<file path="src/rtl/sm4_key_expand.sv">
// SM4 key schedule: expands a 128-bit master key into 32 round keys, one per clock,
// into a buffer that is read back in forward (encrypt) or reverse (decrypt) order.
module t_change (
  input  logic [31:0] i_a,
  output logic [31:0] o_b
);
  // Standard SM4 S-box, element 0 first.
  localparam logic [0:255][7:0] SBOX = {
    128'hD690E9FECCE13DB716B614C228FB2C05, 128'h2B679A762ABE04C3AA44132649860699,
    128'h9C4250F491EF987A33540B43EDCFAC62, 128'hE4B31CA9C908E89580DF94FA758F3FA6,
    128'h4707A7FCF37317BA83593C19E6854FA8, 128'h686B81B27164DA8BF8EB0F4B70569D35,
    128'h1E240E5E6358D1A225227C3B01217887, 128'hD40046579FD327524C3602E7A0C4C89E,
    128'hEABF8AD240C738B5A3F7F2CEF96115A1, 128'hE0AE5DA49B341A55AD933230F58CB1E3,
    128'h1DF6E22E8266CA60C02923AB0D534E6F, 128'hD5DB3745DEFD8E2F03FF6A726D6C5B51,
    128'h8D1BAF92BBDDBC7F11D95C411F105AD8, 128'h0AC13188A5CD7BBD2D74D012B8E5B4B0,
    128'h8969974A0C96777E65B9F109C56EC684, 128'h18F07DEC3ADC4D2079EE5F3ED7CB3948
  };

  assign o_b = {SBOX[i_a[31:24]], SBOX[i_a[23:16]], SBOX[i_a[15:8]], SBOX[i_a[7:0]]};
endmodule

module sm4_key_expand (
  input  logic         clk,
  input  logic         reset_n,
  input  logic [0:127] key_in,
  input  logic         key_valid,
  output logic         key_ready,
  output logic         keys_valid,
  output logic         done,
  input  logic [4:0]   rk_addr,
  input  logic         decrypt,
  output logic [0:31]  rk_out
);
  typedef enum logic {S_IDLE, S_RUN} state_t;

  localparam logic [31:0] FK0 = 32'hA3B1BAC6;
  localparam logic [31:0] FK1 = 32'h56AA3350;
  localparam logic [31:0] FK2 = 32'h677D9197;
  localparam logic [31:0] FK3 = 32'hB27022DC;

  state_t      r_state, w_state_nxt;
  logic [31:0] r_k0, r_k1, r_k2, r_k3;
  logic [4:0]  r_cnt;
  logic [31:0] r_mem [32];
  logic        r_keys_valid, r_done;
  logic [31:0] r_rk_out;

  logic        w_load;
  logic [7:0]  w_ck_base;
  logic [31:0] w_ck, w_t_in, w_tau, w_lp, w_rk;
  logic [4:0]  w_rd_idx;

  // CK_i bytes are 7*(4i+j) mod 256, so the row base is 28*i and bytes step by 7.
  assign w_ck_base = {3'b000, r_cnt} * 8'd28;
  assign w_ck      = {w_ck_base, w_ck_base + 8'd7, w_ck_base + 8'd14, w_ck_base + 8'd21};
  assign w_t_in    = r_k1 ^ r_k2 ^ r_k3 ^ w_ck;

  t_change u_t_change (
    .i_a (w_t_in),
    .o_b (w_tau)
  );

  assign w_lp     = w_tau ^ {w_tau[18:0], w_tau[31:19]} ^ {w_tau[8:0], w_tau[31:9]};
  assign w_rk     = r_k0 ^ w_lp;
  assign w_load   = key_valid && key_ready;
  assign w_rd_idx = decrypt ? (5'd31 - rk_addr) : rk_addr;

  always_ff @(posedge clk or negedge reset_n) begin
    if (!reset_n) r_state <= S_IDLE;
    else          r_state <= w_state_nxt;
  end

  always_comb begin
    // NOTE: default first so every path assigns w_state_nxt and no latch is inferred.
    w_state_nxt = r_state;
    case (r_state)
      S_IDLE:  if (w_load) w_state_nxt = S_RUN;
      S_RUN:   if (r_cnt == 5'd31) w_state_nxt = S_IDLE;
      default: w_state_nxt = S_IDLE;
    endcase
  end

  always_comb begin
    key_ready = (r_state == S_IDLE);
  end

  always_ff @(posedge clk or negedge reset_n) begin
    if (!reset_n) begin
      r_k0         <= '0;
      r_k1         <= '0;
      r_k2         <= '0;
      r_k3         <= '0;
      r_cnt        <= '0;
      r_keys_valid <= 1'b0;
      r_done       <= 1'b0;
      r_rk_out     <= '0;
      // NOTE: the key buffer is flop-based and cleared on reset so an aborted
      // schedule can never leak stale round keys.
      for (int i = 0; i < 32; i++) r_mem[i] <= '0;
    end else begin
      // NOTE: non-blocking throughout, so the read below sees the pre-write word.
      r_done   <= 1'b0;
      r_rk_out <= r_mem[w_rd_idx];
      if (w_load) begin
        r_k0         <= key_in[0:31]   ^ FK0;
        r_k1         <= key_in[32:63]  ^ FK1;
        r_k2         <= key_in[64:95]  ^ FK2;
        r_k3         <= key_in[96:127] ^ FK3;
        r_cnt        <= '0;
        r_keys_valid <= 1'b0;
      end else if (r_state == S_RUN) begin
        r_mem[r_cnt] <= w_rk;
        r_k0         <= r_k1;
        r_k1         <= r_k2;
        r_k2         <= r_k3;
        r_k3         <= w_rk;
        r_cnt        <= r_cnt + 5'd1;
        if (r_cnt == 5'd31) begin
          r_done       <= 1'b1;
          r_keys_valid <= 1'b1;
        end
      end
    end
  end

  assign keys_valid = r_keys_valid;
  assign done       = r_done;
  assign rk_out     = r_rk_out;
endmodule

</file>
<file path="config.mk">
export PLATFORM = sky130hd
export DESIGN_NAME = sm4_key_expand
export DESIGN_NICKNAME = d
export VERILOG_FILES = /design/src/rtl/sm4_key_expand.sv
export SDC_FILE = /design/constraint.sdc
export NUM_CORES = 2
export LEC_CHECK = 0
export CORE_AREA = 2 2 412 414
export DETAILED_ROUTE_END_ITERATION = 12
export DIE_AREA = 0 0 414 416
export PLACE_DENSITY = 0.68
export SETUP_SLACK_MARGIN = 0.15
export SKIP_CTS_REPAIR_TIMING = 1
export SLEW_MARGIN = 20
export SYNTH_ARGS = -nofsm -noshare
export SYNTH_HDL_FRONTEND = slang
export SYNTH_HIERARCHICAL = 1
export SYNTH_SLANG_ARGS = --single-unit
export TNS_END_PERCENT = 10
</file>
<file path="constraint.sdc">
create_clock -name clk -period 14.3 [get_ports clk]
set_input_delay 1.43 -clock clk [delete_from_list [all_inputs] [get_ports clk]]
set_output_delay 1.43 -clock clk [all_outputs]
set_load 0.02 [all_outputs]
</file>
=== Word level (Yosys, flattened, before mapping) ===
Memories as Yosys holds them, arrays and structs flattened.
Index checks and enable logic that the tools add are counted.

* Output and inout port bits: 35
* Flip-flop bits (word level): 1,192
* Memories kept: 4
* Memory bits (read-only): 8,192

* Bitwise operators: 18
* $mul: 1
* Add/subtract/negate cells: 5
* Equality and inequality tests: 1
* Reduce and logical (&&, ||, !) cells: 6
* Order comparisons: 7
* Muxes and demuxes: 34

{| class="wikitable"
|+ Memories
! name !! depth !! width !! read ports !! clocked after Yosys merged registers in !! write ports !! line !! text
|-
| (name not given) || 256 || 8 || 1 || 0 || 0 || 19 || <nowiki>assign o_b = {SBOX[i_a[31:24]], SBOX[i_a[23:16]], SBOX[i_a[15:8]], SBOX[i_a[7:0]]};</nowiki>
|-
| (name not given) || 256 || 8 || 1 || 0 || 0 || 19 ||
|-
| (name not given) || 256 || 8 || 1 || 0 || 0 || 19 ||
|-
| (name not given) || 256 || 8 || 1 || 0 || 0 || 19 ||
|}

{| class="wikitable"
|+ Operators by type and width
! operator !! number
|-
| $bwmux 1024 || 1
|-
| $mux 32 || 11
|-
| $xor 32x32->32 || 6
|-
| $bmux 32 s5 || 1
|-
| $demux 32 s5 || 1
|-
| $mux 8 || 8
|-
| $ge 9x9->1 const B || 4
|-
| $not 8->9 || 4
|-
| $not 14->14 || 2
|-
| $not 19->19 || 1
|-
| $not 17->17 || 1
|-
| $mux 5 || 3
|-
| $ge 6x6->1 const B || 2
|-
| $not 5->6 || 2
|-
| $add 8x3->8 const B || 1
|-
| $add 8x4->8 const B || 1
|-
| $add 8x5->8 const B || 1
|-
| $mux 1 || 8
|-
| $lt 6x1->1 const B || 1
|-
| $mul 5x3->6 const B || 1
|-
| $add 5x1->5 const B || 1
|-
| $eq 5x5->1 const B || 1
|-
| $sub 5x5->5 const A || 1
|-
| $reduce_and 2->1 || 2
|-
| 4 further kinds || 7
|}

=== Longest topological paths before layout ===
* Depth after elaboration: 12
* Mapped depth: 19
* Mapped depth without buffers: 17

=== By module ===
The synthesis kept the hierarchy.

{| class="wikitable"
|+ Modules (own cells, without submodules)
! module !! seq. area each (µm²) !! instances !! area an instance (µm²) !! cells an instance
|-
| sm4_key_expand || 29,828.6 || 1 || 62,060.8 || 5,944
|-
| t_change || 0.0 || 1 || 13,146.4 || 2,160
|}

=== Least setup slack after synthesis ===
Ideal clock, no wire load.

* Path type: register to register
* From: reg r_cnt[0]
* To: reg r_mem[741] in the netlist's numbering
* Clock period less this slack: 4,886 ps
* Setup slack: 9,414 ps
* Library setup time: 133 ps
* Cell stages (with the launch flop): 18
* Arrival: 4,753 ps
* Required time: 14,167 ps
* Path buffers: 4
* Path through: dfrtp_1 -> fa_1 -> ha_1 -> fa_1 -> xor2_1 -> nand2_1 -> nor2_1 -> xnor2_1 -> xnor2_1 -> buf_2 -> clkbuf_1 -> clkbuf_1 -> nand4_1 -> o311ai_1 -> xnor2_1 -> xnor2_1 -> clkbuf_1 -> o21ai_0

* Longest elaborated chain between the ends: 11

{| class="wikitable"
|+ RTL lines
! item !! line !! text
|-
| start: declaration || 43 || <nowiki>logic [4:0] r_cnt;</nowiki>
|-
| start signal: assignment || 117 || <nowiki>r_cnt <= r_cnt + 5'd1;</nowiki>
|-
| $mul 5x3->6 || 54 || <nowiki>assign w_ck_base = {3'b000, r_cnt} * 8'd28;</nowiki>
|-
| $add 8x5->8 || 55 || <nowiki>assign w_ck = {w_ck_base, w_ck_base + 8'd7, w_ck_base + 8'd14, w_ck_base + 8'd21};</nowiki>
|-
| $xor 32x32->32 || 56 || <nowiki>assign w_t_in = r_k1 ^ r_k2 ^ r_k3 ^ w_ck;</nowiki>
|-
| named net w_t_in[7] || 50 || <nowiki>logic [31:0] w_ck, w_t_in, w_tau, w_lp, w_rk;</nowiki>
|-
| $not 8->9 (implied by the code) || 19 ||
|-
| $mem_v2 256x8 || -- ||
|-
| $mux 8 (implied by the code) (2 in series) || 19 ||
|-
| named net w_tau[5] || 50 ||
|-
| $xor 32x32->32 (2 in series) || 63 || <nowiki>assign w_lp = w_tau ^ {w_tau[18:0], w_tau[31:19]} ^ {w_tau[8:0], w_tau[31:9]};</nowiki>
|-
| $xor 32x32->32 || 64 || <nowiki>assign w_rk = r_k0 ^ w_lp;</nowiki>
|-
| $bwmux 1024 || 112 || <nowiki>r_mem[r_cnt] <= w_rk;</nowiki>
|-
| end signal: indexed assignment || 112 ||
|-
| end: declaration || 44 || <nowiki>logic [31:0] r_mem [32];</nowiki>
|}

The timed path passes the listed nets, and every way through them passes these cells. The select of a mux whose other input is x is not followed.
A chain may end at the register's enable or synchronous reset.

=== Worst setup path in the final report ===
* From: reg r_cnt[0]
* To: reg r_mem[98] in the netlist's numbering

The elaborated chain is that of the path after synthesis.

==> flow_metrics.tcl <==
set metrics [dict create \
    status "finished clean" \
    synth_mux_area_frac 0.164 \
    grt_max_degree 169 \
    numCtsBuffers 132 \
    core_area_um2 168000 \
    layout_commonest_cell "nand2_1" \
    syn2layout_area_growth_pct 9.52 \
    async_reset_ff_frac 1.00 \
    synth-edff-count 0 \
    synth_top_family_by_area "compound AO/OA/AOI/OAI gates" \
    fillers 15500 \
    crit_top_cell "xnor2_1" \
    arrival_ns 7.84 \
    r2r_start "r_cnt[0]" \
    drcViolationCount 0 \
    synth.yosys.seq_area_share 0.397 \
    hold_end "r_mem[640]" \
    cts_tree "done" \
    first_pass_iters 9 \
    antenna_found_initial 13 \
    multi_input_comb_area_um2 41700 \
    setup.worst_path.start_class "flip-flop" \
    fmax_mhz 139 \
    path_class "reg2reg" \
    vias 66800 \
    first_iter_violations 8719 \
    hp-start "r_mem[640]" \
    routed_wirelength_um 280000 \
    rr_endpoint "r_mem[98]" \
    drv_slew 0 \
    syn_area_per_cell_um2 9.28 \
    synthDistinctLibCells 102 \
    clockRootBuffer "clkbuf_16" \
    grt_pass1_wl_um 417000 \
    dieArea_um2 172000 \
    rsz0062_at_grt "no" \
    yosys.area_share.simple 0.120 \
    hold_path_class "reg2reg" \
    path_cells "fa_1 > ha_1 > fa_1 > xnor2_1 > xnor2_1 > xnor2_2 > buf_4 > clkinv_1 > nand4_1 > o21ai_0 > a31oi_1 > o21ai_1 > a221oi_2 > xnor2_1 > xnor2_2 > buf_4 > o21ai_0" \
    setup_viol 0 \
    syn-num-nets 8314 \
    vias_per_cell 6.65 \
    h-tree-depth 4 \
    worstPathMaxFanout 46 \
    final_nets 7938 \
    synth-compound-area-share 0.224 \
    gp_congestion 1.05 \
    netlist_instances 8104 \
    grt_pass1_vias 64200 \
    die_h_um 416 \
    drt-wirelength-per-cell_um 27.9 \
    yosys.area_share.xor_xnor 0.0241 \
    crit_buf_inv 3 \
    cpPeakStageDelay_ns 0.90 \
    clock_path_buffers 3 \
    grtUsageTotal 0.318 \
    slew_headroom 0.202 \
    final.setup_skew_ns 0.0392 \
    seq_area_um2 29800 \
    yosys_warnings 6 \
    synth_area_um2 75200 \
    dpl.hpwl_um 169000 \
    hold_depth 2 \
    cap_viol_max_count 0 \
    fin_crit_sh 0.505 \
    synthAdderAreaFrac 0.0126 \
    die_w_um 414 \
    cp_top_family "adder cells" \
    clock_latency_ns 0.81 \
    period_needed_ns 7.22 \
    layout_common_cells "1402 x nand2_1, 1368 x o21ai_0, 1191 x dfrtp_1" \
    synth_ff_type "dfrtp_1" \
    overflow 0 \
    initial_core_util 0.447 \
    worstSetupEndpointType "flip-flop" \
    rows 151 \
    ys_ff_latch 1192 \
    rr_worst_depth 17 \
    layout-drive-gt1-share 0.110 \
    finalHoldViolations 0 \
    tightest_slew_ns 1.18 \
    antenna_left 0 \
    worst-r2r-setup-slack_ns 7.08 \
    io_pins 172 \
    cts.clk_slew.worst_paths_ns 0.06 \
    crit_slowest_cell "fa_1" \
    port-buffer-count 171 \
    fin_tns_setup_ns 0 \
    worstPathRequired_ns 14.92 \
    clock_sinks 1192 \
]
## sequential cells by signal (all words and copies together) (netlist names)
name,count
done,1
keys_valid,1
r_cnt,5
r_k0,32
r_k1,32
r_k2,32
r_k3,32
r_mem,1024
r_state,1
rk_out,32
## worst reg2reg max path, cell delays in order, from the launching register on
cell      delay (ns)
dfrtp_1         0.80
fa_1            0.53
ha_1            0.26
fa_1            0.90
xnor2_1         0.19
xnor2_1         0.28
xnor2_2         0.15
buf_4           0.49
clkinv_1        0.77
nand4_1         0.30
o21ai_0         0.12
a31oi_1         0.19
o21ai_1         0.12
a221oi_2        0.85
xnor2_1         0.25
xnor2_2         0.17
buf_4           0.40
o21ai_0         0.27
## cells by family (layout without fill, tap and decap cells)
family	after synthesis	after routing
muxes	889	889
adders and majority gates	73	73
xor gates and xnor gates	206	206
and+or+nand+nor	2109	2109
DFF	1192	1192
other	0	3
buffers and inverters	937	662
AOI/OAI and AO/OA	2698	2698
## cell type report
cell class / instances / area share
flip-flops and latches: 1192 / 0.362
repair buffers: 343 / 0.0381
multi-input cells: 5975 / 0.506
inverters: 84 / 0.00386
clock inverters: 54 / 0.00930
clock buffers: 181 / 0.0464
well taps: 2218 / 0.0337
diodes: 3 / 0.0000911
## layer usage
metal  wire length (µm)  part of all wire  GRT usage  vias to the layer above
met4              17200             0.061      0.179                       12
li1                   -                 -          -                    28800
met1             109000              0.39      0.417                    32900
met2             126000              0.45      0.489                     4005
met5                 81           0.00029          0                        -
met3              28700              0.10     0.0704                     1021
## Yosys cell counts (78+ instances only)
master    number  area, µm²
nor2b_1       86        538
nand2b_1      79        494
clkbuf_1     547       2050
o21ai_0     1368       6850
mux2i_1      610       6110
o21ai_1      116        581
mux4_2       274       6170
a21oi_1      249       1250
dfrtp_1     1192      29800
a211oi_1      78        586
a22oi_1      198       1490
xnor2_1      184       1610
nor2_1       206        773
nand2_1     1434       5380
a221oi_1     145       1270
nand3_1       79        395
buf_2        197        986
## metrics by stage
stage	util	hold WS [ns]	setup slack, ns	cells	area [µm²]
2_1_floorplan	-	0.461	9.41	8104	75200
3_5_place_dp	0.462	0.486	7.24	9811	77700
5_1_grt	0.490	0.518	6.82	10000	82400
4_1_cts	0.490	0.499	7.22	10000	82300
3_3_place_gp	0.462	0.475	7.31	9811	77700
6_report	0.490	0.496	7.08	10100	82400
## worst max-delay path by stage
stage,to,slack [ns],cells after the start,startpoint
6_report,r_mem[98],7.08,17,r_cnt[0]
5_1_grt,r_mem[824],6.82,16,r_cnt[0]
4_1_cts,r_mem[454],7.22,18,r_cnt[0]
3_5_place_dp,r_mem[454],7.24,18,r_cnt[0]
3_3_place_gp,r_mem[452],7.31,16,r_cnt[0]
2_1_floorplan,r_mem[741],9.41,17,r_cnt[0]
Power is left out: the tool's default activity adds up to more than one toggle a clock period on the data nets, which glitch-free logic cannot reach.
